[src/rtl/serial_adder.sv]
// Bit-serial adder: one full adder reused for WIDTH cycles per operation.
// Operands are accepted in IDLE, added LSB-first in BUSY, presented in DONE.

module full_adder (
   input  logic a,
   input  logic b,
   input  logic ci,
   output logic s,
   output logic co
);

   assign s  = a ^ b ^ ci;
   assign co = (a & b) | (ci & (a ^ b));

endmodule

module serial_adder #(
   parameter int WIDTH = 8
) (
   input  logic             clk,
   input  logic             rst_n,
   input  logic             in_valid,
   output logic             in_ready,
   input  logic [WIDTH-1:0] a,
   input  logic [WIDTH-1:0] b,
   input  logic             carry_in,
   output logic             out_valid,
   input  logic             out_ready,
   output logic [WIDTH-1:0] sum,
   output logic             carry_out
);

   localparam int CW = (WIDTH > 2) ? $clog2(WIDTH) : 1;

   typedef enum logic [1:0] {
      IDLE = 2'd0,
      BUSY = 2'd1,
      DONE = 2'd2
   } state_t;

   state_t           state_q;
   state_t           state_d;
   logic [WIDTH-1:0] a_sr;
   logic [WIDTH-1:0] b_sr;
   logic [WIDTH-1:0] sum_sr;
   logic             carry_q;
   logic [CW-1:0]    cnt;
   logic             fa_s;
   logic             fa_co;
   logic             last;

   full_adder u_fa (
      .a  (a_sr[0]),
      .b  (b_sr[0]),
      .ci (carry_q),
      .s  (fa_s),
      .co (fa_co)
   );

   assign last = (cnt == CW'(WIDTH - 1));

   always_comb begin
      state_d = state_q;
      unique case (state_q)
         IDLE: if (in_valid) state_d = BUSY;
         BUSY: if (last) state_d = DONE;
         DONE: if (out_ready) state_d = IDLE;
         default: state_d = IDLE;
      endcase
   end

   always_ff @(posedge clk or negedge rst_n) begin
      if (!rst_n) state_q <= IDLE;
      else        state_q <= state_d;
   end

   // Sum bits enter at the MSB so the result is aligned after WIDTH shifts.
   always_ff @(posedge clk or negedge rst_n) begin
      if (!rst_n) begin
         a_sr    <= '0;
         b_sr    <= '0;
         sum_sr  <= '0;
         carry_q <= 1'b0;
         cnt     <= '0;
      end else begin
         unique case (state_q)
            IDLE: begin
               if (in_valid) begin
                  a_sr    <= a;
                  b_sr    <= b;
                  carry_q <= carry_in;
                  cnt     <= '0;
               end
            end
            BUSY: begin
               a_sr    <= a_sr >> 1;
               b_sr    <= b_sr >> 1;
               sum_sr  <= {fa_s, sum_sr[WIDTH-1:1]};
               carry_q <= fa_co;
               cnt     <= cnt + CW'(1);
            end
            default: ;
         endcase
      end
   end

   assign in_ready  = (state_q == IDLE);
   assign out_valid = (state_q == DONE);
   assign sum       = sum_sr;
   assign carry_out = carry_q;

endmodule

[config.mk]
export PLATFORM = sky130hd
export DESIGN_NAME = serial_adder
export DESIGN_NICKNAME = d
export VERILOG_FILES = /design/src/rtl/serial_adder.sv
export SDC_FILE = /design/constraint.sdc
export NUM_CORES = 1
export LEC_CHECK = 0
export BUFFER_PORTS_ARGS = -buffer_cell sky130_fd_sc_hd__clkbuf_2
export CAP_MARGIN = 20
export CORE_UTILIZATION = 35
export CTS_BUF_LIST = sky130_fd_sc_hd__clkbuf_2
export DETAILED_ROUTE_END_ITERATION = 10
export PLACE_DENSITY = 0.61
export SYNTH_ARGS = -nofsm -noshare
export SYNTH_HDL_FRONTEND = slang
export SYNTH_SLANG_ARGS = --single-unit
[constraint.sdc]
create_clock -name clk -period 1.15 [get_ports clk]
set_input_delay 0.115 -clock clk [delete_from_list [all_inputs] [get_ports clk]]
set_output_delay 0.115 -clock clk [all_outputs]
set_load 0.05 [all_outputs]
==> flow_metrics.tcl <==
set metrics [dict create \
    outcome "complete, but fails checks" \
    violations "negative setup slack" \
    coreArea_sq_um 4140 \
    syn-num-nets 168 \
    finalSetupViolations 29 \
    crit_type "reg2out" \
    finalWirelength_um 4150 \
    clk_pin_slew_worst_paths_ns 0.17 \
    finalHoldViolCount 0 \
    synth_top_family_by_area "simple AND/OR/NAND/NOR gates" \
    synth_mux_area_share_pct 0.639 \
    area_growth_pct 49.0 \
    worst_slew_pin_slew_ns 0.451 \
    synth_commonest_cells "dfrtp_1, nand2_1, nor2_1, o22ai_1, buf_6" \
    grt_overflow 0 \
    vias 1373 \
    cts_buffers 5 \
    die_h_um 68.9 \
    endpoint_kind "output pin" \
    initial_core_util_pct 37.8 \
    diodes 0 \
    synth_top_area_share_pct 48.0 \
    synthAdderAreaFrac_pct 2.88 \
    postSynthCellCount 144 \
    cts_tree "yes" \
    skew_ns 0.0161 \
    cap_violations 0 \
    synth-compound-area-share_pct 18.5 \
    power.leakage_nw 1.06 \
    clock_latency_ns 0.37 \
    hp-class "in2reg" \
    wl_per_cell_um 16.0 \
    dp_slack_ns -0.0596 \
    critPathRequiredTime_ns 1.03 \
    num_rows 23 \
    place.gp.congestion 0.707 \
    place.detailed.hpwl_um 2340 \
    drt_iter0_drc 39 \
    netlist_area_sq_um 1570 \
    rsz0062_at_grt "true" \
    async_reset_ff_share_pct 100 \
    crit_buf_inv 2 \
    period_share_pct 117 \
    cts-root-buf "clkbuf_2" \
    slew_headroom_pct 69.9 \
    pin_count 32 \
    clk_path_buf_depth 2 \
    yosysSeqAreaShare_pct 48.0 \
    die_x_um 68.9 \
    synth_top_cell_by_area "dfrtp_1" \
    first_pass_iters 4 \
    crit_family "flip-flops" \
    cp_cell_sequence "buf_6 > nor2_4 > buf_8" \
    fmax_mhz 743 \
    synthSimpleGateAreaFrac_pct 21.3 \
    route.detailed.drc 0 \
    yosys.area_share.xor_xnor_pct 0 \
    power.total_mw 6.23 \
    cp-start-kind "flop" \
    portBuffers 31 \
    antenna_found_initial 0 \
    crit_path_max_fanout 4 \
    h-tree-depth 2 \
    synth_area_leaders "dfrtp_1, buf_6, nand2_1" \
    synth_ff_type "dfrtp_1" \
    grt_first_pass_wirelength_um 6530 \
    synth-seq-cells 30 \
    yosysMostFrequentCell "dfrtp_1" \
    ant_nets 0 \
    via_per_inst 5.30 \
    drive_gt1_share_pct 54.5 \
    fin_hold_ws_ns 0.0178 \
    dieArea_sq_um 4740 \
    synth.avg_cell_area_sq_um 10.9 \
    grt_max_degree 17 \
    critPathMaxStageDelay_ns 0.48 \
    p_per_area_nw_per_um2 2670 \
    worst_slack_ns -0.196 \
    ys_types 25 \
    yosys_warnings 0 \
    slew_viol_final 0 \
    fin_nets 232 \
    cp.arrival_ns 1.23 \
    critPathSlowestCell "dfrtp_2" \
    ir_drop_mv 0.918 \
    clock-sinks 30 \
    first_global_vias 1337 \
    grtUsageTotal_pct 19.8 \
    synth_enable_flop_cells 0 \
    layout_min_cycle_time_ns 1.35 \
]
[sequential cells by signal, indices dropped and copies added (netlist names)]
| register | count |
|---|---|
| b_sr | 8 |
| carry_out | 1 |
| cnt | 3 |
| sum | 8 |
| state_q | 2 |
| a_sr | 8 |
[metrics by stage]
stage,TNS [ns],utilization (%),instances,area [sq um]
global route,-4.70,56.3,259,2330
CTS,-2.83,54.1,252,2240
finish,-3.16,56.3,259,2330
floorplan,-0.264,-,144,1590
global placement,-0.00689,43.1,224,1790
detailed placement,-0.269,43.1,224,1790
[cell usage in the layout (no fill, tap or decap), types with 2 or more instances in the layout]
cell           netlist  routed
dfrtp_1             30      27
buf_4                0      21
buf_8                0       5
nand2_1             28      27
nor3_2               9       7
nand2b_4             2       5
buf_6               11      10
dfrtp_2              0       3
o32ai_2              5       9
nor2_1              14      11
dlygate4sd3_1        0       4
buf_12               0       2
nor2_4               0       2
o22ai_1             14      14
nor3_4               0       7
o21ai_1              1       5
or2_4                1       2
clkbuf_2             0      26
nor2b_4              1       3
[per-layer routing]
metal	vias up	global-route usage, %	wire [um]
li1	649	-	-
met1	676	26.1	1800
met2	40	31.8	2090
met3	8	4.11	194
met4	0	6.89	58
met5	-	0	0
[layout make-up]
class | instances | area (sq um)
Clock buffer | 6 | 30.0
Clock inverter | 2 | 8.76
Fill cell | 377 | 1810
Inverter | 2 | 12.5
Multi-Input combinational cell | 106 | 913
Sequential cell | 30 | 754
Tap cell | 50 | 62.6
Timing Repair Buffer | 63 | 551
[what timing repair did]
item,CTS,global route
endpoints found under the hold margin,33,0
hold buffers,4,0
buffers inserted,10,7
setup endpoints to repair,30,41
cloned,6,1
gates resized for setup,51,26
pin swaps,24,6
[worst register-to-register path, delay by kind of cell (launching register included)]
family,cells,cell delay (ns)
AO/OA/AOI/OAI,1,0.14
flip-flops,1,0.48
buffers and inverters,2,0.26
AND/OR/NAND/NOR,2,0.38
[power by group]
part	switching, mW	total, mW	internal [mW]
logic	1.96	3.70	1.74
registers	0.463	2.01	1.55
clock network	0.371	0.521	0.149
total	2.80	6.23	3.44
[kinds of logic (layout without fill, tap and decap cells)]
kind of cell,after synthesis,after routing
AND/OR/NAND/NOR,62,68
AO/OA/AOI/OAI,34,34
flip-flops,30,30
buffers and inverters,14,73
adder cells (fa/ha/maj),3,3
multiplexers,1,1
[worst paths after layout]
kind	from	endpoint	slack, ns	cells after the start
worst max-delay path	state_q[0]	in_ready	-0.20	3
worst min-delay path	b[1]	b_sr[1]	0.02	3
worst max register to register	state_q[0]	b_sr[4]	-0.20	5
worst min register to register	sum[0]	sum[0]	0.53	2
max in group asynchronous	rst_n	state_q[0]	0.50	3
min in group asynchronous	rst_n	sum[3]	0.19	2
Note: power is estimated with default switching activity, not from simulation.
